File: src/rtl/switch_debounce_filter_if.sv
// Switch debouncer signal bundle: raw pin in, clean level and edge strobes out.
// The filter takes the slave modport; the switch/pin side takes the master modport.
interface switch_debounce_filter_if;
  logic i_Switch;
  logic o_Switch;
  logic o_Rise;
  logic o_Fall;

  modport master (
    output i_Switch,
    input  o_Switch,
    input  o_Rise,
    input  o_Fall
  );

  modport slave (
    input  i_Switch,
    output o_Switch,
    output o_Rise,
    output o_Fall
  );
endinterface

File: src/rtl/switch_debounce_filter.sv
// Synchronises a bouncy push-button and accepts a new level only after it holds
// for DEBOUNCE_LIMIT consecutive samples; emits a clean level plus rise/fall strobes.
module switch_debounce_filter #(
  parameter int unsigned DEBOUNCE_LIMIT = 250000,
  parameter int unsigned CNT_WIDTH      = 18,
  parameter int unsigned SYNC_STAGES    = 2
) (
  input logic                    i_Clk,
  input logic                    i_Rst_L,
  switch_debounce_filter_if.slave sw_if
);

  if (DEBOUNCE_LIMIT < 2) begin : g_bad_limit
    $error("DEBOUNCE_LIMIT must be >= 2");
  end
  if (SYNC_STAGES < 2) begin : g_bad_sync
    $error("SYNC_STAGES must be >= 2");
  end
  if (((64'(DEBOUNCE_LIMIT) - 64'd1) >> CNT_WIDTH) != 64'd0) begin : g_bad_width
    $error("DEBOUNCE_LIMIT-1 does not fit in CNT_WIDTH bits");
  end

  localparam logic [CNT_WIDTH-1:0] CntMax = CNT_WIDTH'(DEBOUNCE_LIMIT - 1);
  localparam logic [CNT_WIDTH-1:0] CntOne = CNT_WIDTH'(1);

  typedef enum logic [1:0] {
    StStableLow,
    StWaitHigh,
    StStableHigh,
    StWaitLow
  } state_e;

  state_e                 state_q, state_d;
  logic [CNT_WIDTH-1:0]   cnt_q, cnt_d;
  logic [SYNC_STAGES-1:0] sync_q, sync_d;
  logic                   switch_q, switch_d;
  logic                   rise_q, rise_d;
  logic                   fall_q, fall_d;
  logic                   s;

  assign sync_d = {sync_q[SYNC_STAGES-2:0], sw_if.i_Switch};
  assign s      = sync_q[SYNC_STAGES-1];

  always_ff @(posedge i_Clk or negedge i_Rst_L) begin
    if (!i_Rst_L) begin
      sync_q   <= '0;
      state_q  <= StStableLow;
      cnt_q    <= '0;
      switch_q <= 1'b0;
      rise_q   <= 1'b0;
      fall_q   <= 1'b0;
    end else begin
      sync_q   <= sync_d;
      state_q  <= state_d;
      cnt_q    <= cnt_d;
      switch_q <= switch_d;
      rise_q   <= rise_d;
      fall_q   <= fall_d;
    end
  end

  // Any sample matching the current clean level throws away the partial count.
  always_comb begin
    state_d  = state_q;
    cnt_d    = cnt_q;
    switch_d = switch_q;
    rise_d   = 1'b0;
    fall_d   = 1'b0;
    unique case (state_q)
      StStableLow: begin
        cnt_d = '0;
        if (s) begin
          state_d = StWaitHigh;
          cnt_d   = CntOne;
        end
      end
      StWaitHigh: begin
        if (!s) begin
          state_d = StStableLow;
          cnt_d   = '0;
        end else if (cnt_q == CntMax) begin
          state_d  = StStableHigh;
          cnt_d    = '0;
          switch_d = 1'b1;
          rise_d   = 1'b1;
        end else begin
          cnt_d = cnt_q + CntOne;
        end
      end
      StStableHigh: begin
        cnt_d = '0;
        if (!s) begin
          state_d = StWaitLow;
          cnt_d   = CntOne;
        end
      end
      StWaitLow: begin
        if (s) begin
          state_d = StStableHigh;
          cnt_d   = '0;
        end else if (cnt_q == CntMax) begin
          state_d  = StStableLow;
          cnt_d    = '0;
          switch_d = 1'b0;
          fall_d   = 1'b1;
        end else begin
          cnt_d = cnt_q + CntOne;
        end
      end
      default: begin
        state_d = StStableLow;
        cnt_d   = '0;
      end
    endcase
  end

  assign sw_if.o_Switch = switch_q;
  assign sw_if.o_Rise   = rise_q;
  assign sw_if.o_Fall   = fall_q;

endmodule

File: src/flat_wrapper.sv
// flat-port wrapper written by rule: the top's interface ports become plain ports
module switch_debounce_filter_flat 
#(
  parameter int unsigned DEBOUNCE_LIMIT = 250000,
  parameter int unsigned CNT_WIDTH      = 18,
  parameter int unsigned SYNC_STAGES    = 2
)
  (i_Clk, i_Rst_L, sw_if_i_Switch, sw_if_o_Switch, sw_if_o_Rise, sw_if_o_Fall);
  switch_debounce_filter_if sw_if_i ();
  input logic i_Clk;
  input logic i_Rst_L;
  input wire logic [$bits(sw_if_i.i_Switch)-1:0] sw_if_i_Switch;
  output wire logic [$bits(sw_if_i.o_Switch)-1:0] sw_if_o_Switch;
  output wire logic [$bits(sw_if_i.o_Rise)-1:0] sw_if_o_Rise;
  output wire logic [$bits(sw_if_i.o_Fall)-1:0] sw_if_o_Fall;
  assign sw_if_i.i_Switch = sw_if_i_Switch;
  assign sw_if_o_Switch = sw_if_i.o_Switch;
  assign sw_if_o_Rise = sw_if_i.o_Rise;
  assign sw_if_o_Fall = sw_if_i.o_Fall;
  switch_debounce_filter #(.DEBOUNCE_LIMIT(DEBOUNCE_LIMIT), .CNT_WIDTH(CNT_WIDTH), .SYNC_STAGES(SYNC_STAGES)) u_core (.i_Clk(i_Clk), .i_Rst_L(i_Rst_L), .sw_if(sw_if_i));
endmodule
File: config.mk
export PLATFORM = sky130hd
export DESIGN_NAME = switch_debounce_filter_flat
export DESIGN_NICKNAME = d
export VERILOG_FILES = /design/src/rtl/switch_debounce_filter_if.sv /design/src/rtl/switch_debounce_filter.sv /design/src/flat_wrapper.sv
export SDC_FILE = /design/constraint.sdc
export NUM_CORES = 1
export LEC_CHECK = 0
export CORE_MARGIN = 3
export CORE_UTILIZATION = 40
export CTS_BUF_LIST = sky130_fd_sc_hd__clkbuf_4 sky130_fd_sc_hd__clkbuf_8
export CTS_CLUSTER_DIAMETER = 50
export DETAILED_ROUTE_END_ITERATION = 6
export HOLD_SLACK_MARGIN = 0.05
export REMOVE_ABC_BUFFERS = 1
export SLEW_MARGIN = 20
export SYNTH_ARGS = -nofsm -noshare
export SYNTH_HDL_FRONTEND = slang
export SYNTH_SLANG_ARGS = --single-unit
File: constraint.sdc
create_clock -name i_Clk -period 1.7 [get_ports i_Clk]
set_input_delay 0.34 -clock i_Clk [delete_from_list [all_inputs] [get_ports i_Clk]]
set_output_delay 0.34 -clock i_Clk [all_outputs]
set_load 0.05 [all_outputs]
# --- Yosys cells after proc, flatten, opt, wreduce, memory -nomap -nowiden ---
# Index checks and enable logic that the tools add are counted.
totals:
  register_bits: 25
  inputBits: 3
  elab_cells: 46
classes:
  add_sub_neg: 1
  eq_ne: 12
  mux: 23
  reduce_logical: 4
op_table:
  columns: ["op", "count"]
  rows:
  - ["case mux 18 bit (4 select lines)", 1]
  - ["two-way mux 18 bit", 3]
  - ["adder 18 x 1 -> 18 bit, second input constant", 1]
  - ["== test 18 bit, second input constant", 1]
  - ["two-way mux 2 bit", 6]
  - ["two-way mux 1 bit", 11]
  - ["!= test 2 x 1 -> 1 bit, second input constant", 4]
  - ["case mux 2 bit (4 select lines)", 1]
  - ["AND reduction 5 bit", 1]
  - ["== test 2 bit, second input constant", 2]
  - ["!= test 2 bit, second input constant", 2]
  - ["AND reduction 4 bit", 1]
  - ["!= test 3 x 1 -> 1 bit, second input constant", 1]
  - ["!= test 3 bit, second input constant", 1]
  - ["== test 2 x 1 -> 1 bit, second input constant", 1]
  - ["zero test 2 bit", 1]
  - ["case mux 1 bit (2 select lines)", 1]
  - ["nonzero test 2 bit", 1]

# --- Logic depth before layout (Yosys ltp) ---
# Gate-level depths: netlist of the first run.
depth:
  ltp_word: 4
  ltp_mapped: 7

# --- Least setup slack after synthesis of the first run ---
# No wires, ideal clock.
synth_timing:
  path_kind: "reg2reg"
  startpoint: "register u_core.cnt_q[0]"
  endpoint: "register u_core.cnt_q[14]"
  arrival_ns: 1.617
  required_ns: 1.628
  slack_ns: 0.011
  path_stages_with_launch: 8
  path_buffers: 2
  period_less_slack_ns: 1.689
  cell_sequence: "dfrtp_1 ha_1 and3_1 and4_1 a21o_1 buf_2 buf_2 nor2_1"
synth_via:
  elab_chain_len: 4
  elab_cells_between_ends: 6
  classes_between: "add/sub (1); eq/ne (1); mux (4)"
synth_rtl:
  columns: ["item", "line", "source"]
  rows:
  - ["start, declared", "switch_debounce_filter.sv:34", "logic [CNT_WIDTH-1:0] cnt_q, cnt_d;"]
  - ["start signal, assigned", "switch_debounce_filter.sv:55", "cnt_q <= cnt_d;"]
  - ["adder 18 x 1 -> 18 bit / == test 18 bit (equally long branches)", null, null]
  - ["two-way mux 18 bit (*)", "switch_debounce_filter.sv:81, switch_debounce_filter.sv:101", null]
  - ["two-way mux 18 bit, on equally long branches", "switch_debounce_filter.sv:98, switch_debounce_filter.sv:78", null]
  - ["case mux 18 bit (4 select lines) (*)", "switch_debounce_filter.sv:69", "unique case (state_q)"]
  - ["named net u_core.cnt_d[14]", "switch_debounce_filter.sv:34", null]
# The timed path passes the listed nets; every way through them passes the cells marked *.
# A chain may end at the register's enable or synchronous reset.

# --- Worst setup path after layout of the first run ---
layout_timing:
  startpoint: "register u_core.cnt_q[1]"
  endpoint: "register u_core.cnt_q[7]"
# Same word-level chain as after synthesis.

==> reports/summary.txt, run 1 <==
status - complete, no violations
Inst Count DP - 158
CP Class - register to register
Port Buf Inserts - 5
Fmax - 0.6141 GHz
Top Usage Layer GRT - met1
total power - 0.9479 mW
clock skew - 0.009582 ns
mean post-synth cell area - 10.06 µm²
commonest non-fill, non-tap cell in the layout - dfrtp_1
clk_lat worst skew - 0.31 ns
CP endpoint - u_core.cnt_q[7]
Initial DRT Pass Iterations - 4
placed cell area - 1305 µm²
Req. time, crit path - 1.94 ns
CTS tree - yes
crit-path max FO - 7
Util after Layout - 53.26%
Critical Path Start - u_core.cnt_q[1]
Max Cap Viol - 0
distinct cell type count after synthesis - 29
first-pass GRT wire length - 3795 µm
Slew Limit Fails - 0
ANT cells - 0
Final Cycle Share - 95.80%
Worst R2R Setup Slack - 0.07 ns
Design Area, Final - 1391 µm²
Layout fillers - 248
gpl congestion - 0.7770
layout net count - 140
Remaining DRCs - 0
WL/cell - 13.33 µm
RSZ-0062 raised after global routing - yes
Worst setup SP type - register
most frequent cells in the layout - dfrtp_1, nor2_1, buf_4
Row Count - 18
grt met3 use - 3.888%
Hold Buf Count CTS - 0
area delta synth->final - 19.19%
Die Ht - 60.02 µm
post-route ant nets - 0
I/O Pins - 6
Final setup violation count - 0
Netlist Area Pre-Place - 1167 µm²
FF-to-FF End - u_core.cnt_q[7]
Die ar. - 3602 µm²
Initial DRC Count - 29
Peak supply drop - 0.0008859 V
register area share after synthesis - 53.59%
synth warn - 0
vias - 854
Pwr Density - 681.3 nW/µm²
max_slew headroom - 78.66%
Detailed Route WL - 2199 µm
Hold WS - 0.3660 ns
total track usage - 14.04%
Die Width - 60.02 µm
core area - 2613 µm²
vias in the first global route - 834
Final Hold Violating Endpoints - 0
Reg2Reg Depth - 6
fin cells - 165
initial antenna violation count - 0
number of synthesized register bits - 25
clock-pin slew on the worst setup and hold paths - 0.13 ns
Root Buffer - clkbuf_4
htree depth - 1
CTS sink cnt - 25
Worst Path Arrival - 1.87 ns
largest net degree at the start of global routing - 26
worst min path class - input pin to async pin
Cells after Synth - 116
worst-margin pin slew - 0.3171 ns
grt total ovfl - 0
grt met2 use - 20.06%
crit path capture type - register
reg2reg start - u_core.cnt_q[1]
layout cell share with drive strength beyond 1 - 24.44%
minimum clock period - 1.629 ns
GR Util met1 - 21.11%
P_leak - 0.5723 nW
Max Buffers Root-to-Sink - 2
Starting Density - 44.68%
Post-DP HPWL - 1583 µm
TritonCTS buffer count - 3
Vias/cell - 5.176
-- synthesized netlist by cell type, drive strengths merged --
cell type | instances | area share, %
and3 | 2 | 1.1
a21o | 1 | 0.64
and4 | 2 | 1.5
xnor2 | 11 | 8.3
nand4 | 3 | 2.1
a21oi | 2 | 0.86
nand2 | 7 | 2.3
a2bb2oi | 1 | 0.75
inv | 9 | 2.9
nand3b | 1 | 0.64
nor2 | 17 | 5.5
ha | 1 | 1.1
mux2i | 1 | 0.86
dfrtp | 25 | 54
nor4 | 3 | 1.6
nand2b | 1 | 0.54
a31oi | 2 | 1.1
o21ai | 1 | 0.43
or3 | 2 | 1.1
or4 | 1 | 0.96
buf | 2 | 0.86
nor4b | 2 | 1.5
and2 | 1 | 0.54
a31o | 1 | 0.75
nor3 | 6 | 2.6
xor2 | 3 | 2.3
nand3 | 8 | 3.9
-- flip-flops by register name, summed over array words and instances (netlist names), named ones only --
signal	cells
u_core.cnt_q	18
u_core.state_q	1
u_core.sw_if.o_Fall	1
u_core.sw_if.o_Rise	1
u_core.sw_if.o_Switch	1
u_core.sync_q	2
-- report_power, final --
group	switching [mW]	internal [mW]
sequential	0.00860	0.605
combinational	0.0358	0.0243
clock	0.167	0.108
-- repair_timing --
action,CTS,global route
pin swaps,0,5
setup endpoints to repair,4,21
gates resized for setup,0,10
buffers inserted,2,1
hold endpoints to repair,0,0
-- kinds of logic after synthesis --
| logic type | synth area share [%] |
|---|---|
| flip-flops | 53.59 |
| XOR/XNOR | 10.50 |
| multiplexers | 0.8575 |
| AND/OR/NAND/NOR | 25.72 |
| buffers and inverters | 3.751 |
| AO/OA/AOI/OAI | 4.502 |
| adder cells (fa/ha/maj) | 1.072 |
-- metrics by stage --
stage                     setup slack (ns)  setup TNS (ns)
after floorplan                    0.04209               0
after global placement            0.002041               0
after detailed placement           0.01604               0
after CTS                         0.002045               0
after global routing             -0.003926       -0.009315
final                              0.07148               0
-- how the worst min path moves through the flow --
stage	end	slack (ns)	depth (start not counted)
after floorplan	async pin	0.04	0
after global placement	u_core.sync_q[1]	0.34	0
after detailed placement	u_core.sync_q[1]	0.34	0
after CTS	u_core.sync_q[1]	0.37	0
after global routing	u_core.cnt_q[10]	0.37	2
final	u_core.cnt_q[10]	0.37	2
-- layer usage --
metal	vias to the layer above	routed length (µm)
li1	438	-
met1	408	1111
met2	6	1020
met3	2	53
met4	0	13
met5	-	0
-- worst max-delay path, stage by stage (launching register included) --
cell and delay (ns):
dfrtp_1 0.42, ha_2 0.21, and3_4 0.19, and4_2 0.26, a21o_1 0.19, buf_4 0.16, nor2_1 0.13
-- final cells by class --
cell class,instances,area (µm²),share of cell area [%]
clock buffer,4,30.03,2.158
inverter,9,33.78,2.428
multi-input combinational,80,529.3,38.04
sequential,25,628.1,45.14
tap,30,37.54,2.698
timing repair buffer,17,132.6,9.532
(Power assumes the default switching activity.)
==> run 2, diff against run 1 <==
- CORE_UTILIZATION: 40 -> 50
- PLACE_DENSITY: not set -> 0.71
==> run 2 against run 1 <==
Against the previous run:
- clock skew decreased by 0.00076 ns
- clock-buffer cell count shrank 1
- final cell count unchanged
- clock power hardly changed
- non-clock buffer count increased by 3
- critical path type unchanged
- largest power group unchanged
==> reports/summary.txt, run 2 (synthesis results as in run 1) <==
status - complete, no violations
total track usage - 19.12%
Starting Density - 56.07%
max_slew headroom - 76.26%
total power - 0.9501 mW
Worst Path Arrival - 1.89 ns
Vias/cell - 5.491
clock-pin slew on the worst setup and hold paths - 0.14 ns
clk_lat worst skew - 0.32 ns
worst min path class - input pin to async pin
minimum clock period - 1.643 ns
worst-margin pin slew - 0.3512 ns
most frequent cells in the layout - dfrtp_1, buf_4, nor2_1
reg2reg start - u_core.cnt_q[6]
first-pass GRT wire length - 4002 µm
Inst Count DP - 154
Final Hold Violating Endpoints - 0
CP Class - register to register
Fmax - 0.6088 GHz
setup_tns - 0 ns
core area - 2082 µm²
crit-path max FO - 4
Req. time, crit path - 1.95 ns
Final Cycle Share - 96.62%
TritonCTS buffer count - 3
Initial DRT Pass Iterations - 4
Die ar. - 2951 µm²
clock skew - 0.008820 ns
Worst R2R Setup Slack - 0.06 ns
Max Cap Viol - 0
Port Buf Inserts - 5
commonest non-fill, non-tap cell in the layout - dfrtp_1
Die Ht - 54.32 µm
I/O Pins - 6
Biggest register - u_core.cnt_q
Max Buffers Root-to-Sink - 2
fin cells - 165
Initial DRC Count - 26
Peak supply drop - 0.0005296 V
P_leak - 0.5860 nW
largest net degree at the start of global routing - 26
Final WS setup - 0.05748 ns
Detailed Route WL - 2422 µm
vias - 906
FF-to-FF End - u_core.cnt_q[15]
vias in the first global route - 912
max reg flops - 18
area delta synth->final - 19.40%
Final setup violation count - 0
Slew Limit Fails - 0
crit path capture type - register
layout cell share with drive strength beyond 1 - 22.46%
layout net count - 143
dpl ws - 0.004718 ns
Die Width - 54.32 µm
initial antenna violation count - 0
Root Buffer - clkbuf_4
gpl congestion - 0.7687
ANT cells - 0
CTS tree - yes
grt total ovfl - 0
Reg2Reg Depth - 4
post-route ant nets - 0
RSZ-0062 raised after global routing - no
Regs by FF count - u_core.cnt_q x18, u_core.sync_q x2
WL/cell - 14.68 µm
Util after Layout - 66.95%
Hold Buf Count CTS - 0
htree depth - 1
Worst setup SP type - register
Remaining DRCs - 0
Row Count - 16
CTS sink cnt - 25
Post-DP HPWL - 1692 µm
Pwr Density - 681.6 nW/µm²
## run 2: layout make-up
cell class | count | area, µm²
Timing Repair Buffer | 20 | 155.1
Clock buffer | 3 | 22.52
Multi-Input combinational cell | 80 | 514.2
Tap cell | 27 | 33.78
Sequential cell | 25 | 626.9
Clock inverter | 1 | 7.507
Inverter | 9 | 33.78
Fill cell | 172 | 688.2
## run 2: how the worst max path moves through the flow
stage,from,end,slack (ns)
after floorplan,u_core.cnt_q[7],u_core.cnt_q[17],0.04
after global placement,u_core.cnt_q[0],u_core.cnt_q[11],0.05
after detailed placement,u_core.cnt_q[8],u_core.cnt_q[17],0.005
after CTS,u_core.cnt_q[1],u_core.cnt_q[15],-0.002
after global routing,u_core.cnt_q[1],u_core.cnt_q[12],0.001
final,u_core.cnt_q[6],u_core.cnt_q[15],0.06
## run 2: stage by stage
stage / cell area [µm²] / hold slack (ns)
final: 1394 / 0.3631
after global routing: 1394 / 0.3702
after CTS: 1354 / 0.3657
after detailed placement: 1294 / 0.3441
after global placement: 1294 / 0.3413
after floorplan: 1157 / 0.04441
## run 2: per-layer routing
layer  GRT usage, %  share of wire (%)  vias to the layer above
met5              0                  0                        -
met3          3.270                3.8                        8
met1          25.31                 45                      432
met2          29.68                 49                       27
li1               -                  -                      439
met4          10.37                2.5                        0
## run 2: repair_timing
item | in CTS | in global routing
pin swaps | 0 | 6
hold endpoints to repair | 0 | 0
endpoints found under the setup margin | 12 | 20
setup buffers | 4 | 3
gates cloned | 0 | 0
resized for setup | 0 | 6
## run 2: critical path: stages, from the launching register on
cell and delay (ns):
dfrtp_1 0.45, nand3_2 0.11, or4_4 0.56, or3_1 0.32
a21oi_1 0.13
## run 2: report_power, final
group          switching [mW]  total (mW)  internal, mW
Sequential            0.00859       0.614         0.605
Combinational          0.0382      0.0653        0.0271
Clock                   0.181       0.271        0.0899
